--- src/rtl/hyperram_avmm_arb.sv ---
// hyperram_avmm_arb: two-port Avalon-MM burst arbiter in front of the single
// HyperRAM controller slave. Whole bursts are granted round-robin and only one
// transaction is ever outstanding, so returning read data is simply routed to
// the current owner without any tagging.
module hyperram_avmm_arb #(
  parameter int ADDR_W  = 22,
  parameter int DATA_W  = 16,
  parameter int BURST_W = 8
) (
  input  logic                clk,
  input  logic                reset_n,
  input  logic [ADDR_W-1:0]   s0_address,
  input  logic                s0_read,
  input  logic                s0_write,
  input  logic [DATA_W-1:0]   s0_writedata,
  input  logic [DATA_W/8-1:0] s0_byteenable,
  input  logic [BURST_W-1:0]  s0_burstcount,
  output logic                s0_waitrequest,
  output logic [DATA_W-1:0]   s0_readdata,
  output logic                s0_readdatavalid,
  input  logic [ADDR_W-1:0]   s1_address,
  input  logic                s1_read,
  input  logic                s1_write,
  input  logic [DATA_W-1:0]   s1_writedata,
  input  logic [DATA_W/8-1:0] s1_byteenable,
  input  logic [BURST_W-1:0]  s1_burstcount,
  output logic                s1_waitrequest,
  output logic [DATA_W-1:0]   s1_readdata,
  output logic                s1_readdatavalid,
  output logic [ADDR_W-1:0]   m_address,
  output logic                m_read,
  output logic                m_write,
  output logic [DATA_W-1:0]   m_writedata,
  output logic [DATA_W/8-1:0] m_byteenable,
  output logic [BURST_W-1:0]  m_burstcount,
  input  logic                m_waitrequest,
  input  logic [DATA_W-1:0]   m_readdata,
  input  logic                m_readdatavalid,
  output logic [1:0]          grant,
  output logic                busy
);

  typedef enum logic [1:0] {IDLE, WR, RD_CMD, RD_DATA} state_e;

  localparam logic [BURST_W-1:0] BC_ONE = BURST_W'(1);

  state_e               state_q, state_d;
  logic [1:0]           grant_q, grant_d;
  logic                 last_q, last_d;     // index of the port granted last
  logic [BURST_W-1:0]   beats_q, beats_d;   // 0 in WR means no beat accepted yet
  logic                 stray_rdv_q;

  logic                 req0, req1, win, owner;
  logic                 own_read, own_write;
  logic [BURST_W-1:0]   own_bc, own_bc_eff;

  assign req0  = s0_read | s0_write;
  assign req1  = s1_read | s1_write;
  // On a tie the port that did not win last time goes next.
  assign win   = (req0 & req1) ? ~last_q : req1;
  assign owner = grant_q[1];

  assign own_read   = owner ? s1_read : s0_read;
  assign own_write  = owner ? s1_write : s0_write;
  assign own_bc     = owner ? s1_burstcount : s0_burstcount;
  assign own_bc_eff = (own_bc == '0) ? BC_ONE : own_bc;

  assign m_address    = owner ? s1_address : s0_address;
  assign m_writedata  = owner ? s1_writedata : s0_writedata;
  assign m_byteenable = owner ? s1_byteenable : s0_byteenable;
  assign m_burstcount = own_bc;

  // Both requesters see the controller read bus; only the valid is steered.
  assign s0_readdata = m_readdata;
  assign s1_readdata = m_readdata;

  assign grant = grant_q;
  assign busy  = (state_q != IDLE);

  // State, grant, round-robin pointer and beat counter registers.
  always_ff @(posedge clk or negedge reset_n) begin
    if (!reset_n) begin
      state_q <= IDLE;
      grant_q <= 2'b00;
      last_q  <= 1'b1;
      beats_q <= '0;
    end else begin
      state_q <= state_d;
      grant_q <= grant_d;
      last_q  <= last_d;
      beats_q <= beats_d;
    end
  end

  // Next-state logic plus the state-gated command strobes and handshakes.
  always_comb begin
    state_d          = state_q;
    grant_d          = grant_q;
    last_d           = last_q;
    beats_d          = beats_q;
    m_read           = 1'b0;
    m_write          = 1'b0;
    s0_waitrequest   = 1'b1;
    s1_waitrequest   = 1'b1;
    s0_readdatavalid = 1'b0;
    s1_readdatavalid = 1'b0;
    case (state_q)
      IDLE: begin
        if (req0 | req1) begin
          grant_d = win ? 2'b10 : 2'b01;
          // A port raising read and write together is treated as a write.
          state_d = (win ? s1_write : s0_write) ? WR : RD_CMD;
        end
      end
      WR: begin
        m_write = own_write;
        if (owner) s1_waitrequest = m_waitrequest;
        else       s0_waitrequest = m_waitrequest;
        if (own_write && !m_waitrequest) begin
          if (beats_q == '0) beats_d = own_bc_eff - BC_ONE;
          else               beats_d = beats_q - BC_ONE;
          if (beats_q == BC_ONE || (beats_q == '0 && own_bc_eff == BC_ONE)) begin
            state_d = IDLE;
            grant_d = 2'b00;
            last_d  = owner;
          end
        end
      end
      RD_CMD: begin
        m_read = own_read;
        if (owner) s1_waitrequest = m_waitrequest;
        else       s0_waitrequest = m_waitrequest;
        if (own_read && !m_waitrequest) begin
          beats_d = own_bc_eff;
          state_d = RD_DATA;
        end
      end
      RD_DATA: begin
        if (owner) s1_readdatavalid = m_readdatavalid;
        else       s0_readdatavalid = m_readdatavalid;
        if (m_readdatavalid) begin
          beats_d = beats_q - BC_ONE;
          if (beats_q == BC_ONE) begin
            state_d = IDLE;
            grant_d = 2'b00;
            last_d  = owner;
          end
        end
      end
      default: state_d = IDLE;
    endcase
  end

  // Sticky record of read data arriving while no read is in its data phase.
  always_ff @(posedge clk or negedge reset_n) begin
    if (!reset_n)                                     stray_rdv_q <= 1'b0;
    else if (m_readdatavalid && state_q != RD_DATA) stray_rdv_q <= 1'b1;
  end

  stray_rdv: assert property (@(posedge clk) disable iff (!reset_n) !stray_rdv_q);
  s0_rw_conflict: assert property (@(posedge clk) disable iff (!reset_n) !(s0_read && s0_write));
  s1_rw_conflict: assert property (@(posedge clk) disable iff (!reset_n) !(s1_read && s1_write));

endmodule

--- config.mk ---
export PLATFORM = sky130hd
export DESIGN_NAME = hyperram_avmm_arb
export DESIGN_NICKNAME = d
export VERILOG_FILES = /design/src/rtl/hyperram_avmm_arb.sv
export SDC_FILE = /design/constraint.sdc
export NUM_CORES = 1
export LEC_CHECK = 0
export ABC_AREA = 1
export ABC_CLOCK_PERIOD_IN_PS = 2500
export CORE_ASPECT_RATIO = 1.25
export CORE_MARGIN = 4
export CORE_UTILIZATION = 32
export CTS_CLUSTER_DIAMETER = 50
export CTS_CLUSTER_SIZE = 20
export DETAILED_ROUTE_END_ITERATION = 7
export PLACE_DENSITY = 0.83
export SLEW_MARGIN = 20
export SYNTH_ARGS = -nofsm -noshare
export SYNTH_HDL_FRONTEND = slang
export SYNTH_SLANG_ARGS = --single-unit
--- constraint.sdc ---
create_clock -name clk -period 2.5 [get_ports clk]
set_input_delay 0.5 -clock clk [delete_from_list [all_inputs] [get_ports clk]]
set_output_delay 0.5 -clock clk [all_outputs]
set_load 0.01 [all_outputs]
==> impl_metrics.json <==
{
  "min_from": "last_q$_DFFE_PN1P_",
  "cp.required_ns": 2.00,
  "start_util_pct": 33.3,
  "vias": 3101,
  "finalMaxSlewViolations": 0,
  "r2r-start": "grant[1]$_DFFE_PN0P_",
  "regToRegSetupSlack_ns": 0.30,
  "tns_ns": 0,
  "slew_headroom_pct": 57.0,
  "utilization_pct": 56.0,
  "syn-num-nets": 557,
  "layout_common_cells": "nand2_1, clkdlybuf4s50_1, inv_1, nor2_1, buf_4",
  "dr_wl_met3_um": 918,
  "top_layer_used": "met4",
  "totalWireLength_mm": 9.65,
  "synth_cell_type_count": 34,
  "synth_async_sr_flop_share_pct": 100,
  "cp_slowest_stage_delay_ns": 0.55,
  "synthFlopType": "dfrtp_1",
  "synth.area.top_cells": "nand2_1, dfrtp_1, buf_4, inv_1, nor2_1",
  "boundaryPins": 209,
  "place.gp.congestion": 0.935,
  "fin_crit_sh_pct": 96.6,
  "std_cell_rows": 34,
  "area_growth_pct": 68.4,
  "grt_pass1_vias": 3002,
  "placed_cells": 652,
  "vdd_ir_drop_max_uv": 400,
  "cts_buffers": 3,
  "avgSynthCellArea_um2": 5.46,
  "cts_tree": "yes",
  "dp_hpwl_mm": 8.20,
  "rr_endpoint": "beats_q[2]$_DFFE_PN0P_",
  "final_common_cell": "nand2_1",
  "rsz0062_at_grt": "no",
  "worstPathArrival_ns": 1.92,
  "critPathKind": "flip-flop to output pin",
  "avgRoutedWirePerCell_um": 14.7,
  "fp.coreArea_um2": 7020,
  "worstRegToRegCells": 14,
  "clk_pin_slew_worst_paths_ns": 0.06,
  "worst_slew_pin_slew_ns": 0.643,
  "grt_max_degree": 66,
  "endpoint_kind": "output pin",
  "crit_chain": "inv_1 -> ha_1 -> clkinv_1 -> nor2_1 -> clkdlybuf4s50_1",
  "numClockSinks": 13,
  "worst_hold_path.num_cells": 2,
  "die_area_um2": 8740,
  "clkLatencyLatePin_ns": 0.25,
  "cts_buffer_depth": 2,
  "gr-total-overflow": 0,
  "powerDensity_nw_per_um2": 960,
  "viasPerCell": 4.73,
  "crit_path_top_delay_cell": "clkdlybuf4s50_1",
  "yosysSeqAreaShare_pct": 14.0,
  "max_freq_mhz": 414,
  "fin_cells": 656,
  "wl_met1_mm": 3.64,
  "drtIter0Drc": 166,
  "drive_gt1_share_pct": 7.95,
  "final.min_clock_period_ns": 2.42,
  "die-height_um": 104,
  "dr_wl_met2_mm": 4.92,
  "synthCells": 428,
  "synth_edf_count": 0,
  "cts_root_buf": "clkbuf_8",
  "fin_nets": 696,
  "yosys.area.top_type_share_pct": 30.0,
  "netlist.top_cell.by_area": "nand2_1",
  "ys_ff_latch": 13,
  "crit_path_start_kind": "flip-flop",
  "syn_area_um2": 2340,
  "grt_pass1_wl_mm": 14.8,
  "drc": 0,
  "antenna_left": 0,
  "grt_usage_pct": 21.0,
  "p_leak_nw": 1.93,
  "cp_max_fo": 5,
  "fp.dieW_um": 84.4,
  "fin_skew_ns": 0.000759,
  "hold_class": "flip-flop to flip-flop",
  "finalSetupViolCount": 0,
  "timing.final.hold_violations": 0,
  "cts-hold-fix-buffers": 0,
  "ctsHtreeMaxLevel": 1,
  "outcome": "completed",
  "antenna_found_initial": 0,
  "yosysWarnings": 0,
  "port_buffers": 160,
  "maxCapViolCount": 0,
  "antenna_cells": 0,
  "first_pass_iters": 4,
  "holdPathEnd": "last_q$_DFFE_PN1P_"
}
kinds of logic after synthesis:
logic type | Yosys count | share of synthesized area [%]
buffers and inverters | 90 | 21.2
xor gates and xnor gates | 5 | 1.88
DFF | 13 | 14.0
AOI/OAI and AO/OA | 48 | 11.7
adders and majority gates | 9 | 4.82
and+or+nand+nor | 263 | 46.4
how the worst max path moves through the flow:
| stage | from | to | slack, ns | cells past startpoint |
|---|---|---|---|---|
| floorplan | s0_burstcount[4] | beats_q[2]$_DFFE_PN0P_ | 0.57 | 14 |
| global placement | s1_write | m_write | 0.002 | 6 |
| detailed placement | s1_write | m_write | 0.002 | 6 |
| CTS | grant[1]$_DFFE_PN0P_ | m_address[21] | 0.01 | 5 |
| global route | grant[1]$_DFFE_PN0P_ | m_address[9] | 0.003 | 5 |
| finish | state_q[0]$_DFFE_PN0P_ | m_read | 0.08 | 5 |
power breakdown:
group	internal (W)	total (W)	switching, W
Sequential	0.000325	0.000429	0.000104
Combinational	0.00146	0.00314	0.00169
Clock	0.000113	0.000203	0.0000898
Total	0.00190	0.00378	0.00188
routing by layer:
layer / GRT usage (%) / vias up
met5: 0 / -
met4: 4.86 / 0
met3: 6.12 / 13
met2: 38.5 / 147
met1: 23.6 / 1367
li1: - / 1574
synthesized netlist by cell type (all sizes together), types with 3 or more instances:
library cell,count
a21oi,13
buf,38
clkbuf,8
dfrtp,12
ha,9
inv,42
nand2,196
nand3,16
nand4,4
nor2,36
nor3,7
o21ai,25
o22ai,4
xnor2,3
critical path, delay by kind of cell, from the launching register on:
kind          cells  cell delay [ns]
flops             1             0.42
simple gates      1             0.15
buf+inv           3             0.80
fa+ha+maj         1             0.29
layout make-up:
type                    count  area (um2)
repair buffers            180        1770
multi-input cells         325        1510
inverters                  44         165
well taps                  90         113
clock buffers               4        45.0
fillers                   710        3090
flip-flops and latches     13         328
metrics by stage:
stage / hold WS, ns / instance area (um2) / total power [W] / setup slack, ns
floorplan: 0.204 / 2340 / 0.00225 / 0.568
global placement: 0.475 / 3880 / 0.00352 / 0.00233
detailed placement: 0.495 / 3880 / 0.00358 / 0.00218
CTS: 0.498 / 3930 / 0.00379 / 0.0122
global route: 0.521 / 3930 / 0.00411 / 0.00308
finish: 0.501 / 3930 / 0.00378 / 0.0848
registers in the layout, summed over array words and instances (netlist names):
name,count
grant,2
beats_q,8
state_q,2
last_q,1
repair_timing:
action | in CTS | in global routing
buffers inserted | 0 | 0
setup endpoints to repair | 1 | 23
gates resized for setup | 1 | 2
endpoints found under the hold margin | 0 | 0
Power figures use the tool's default switching activity.
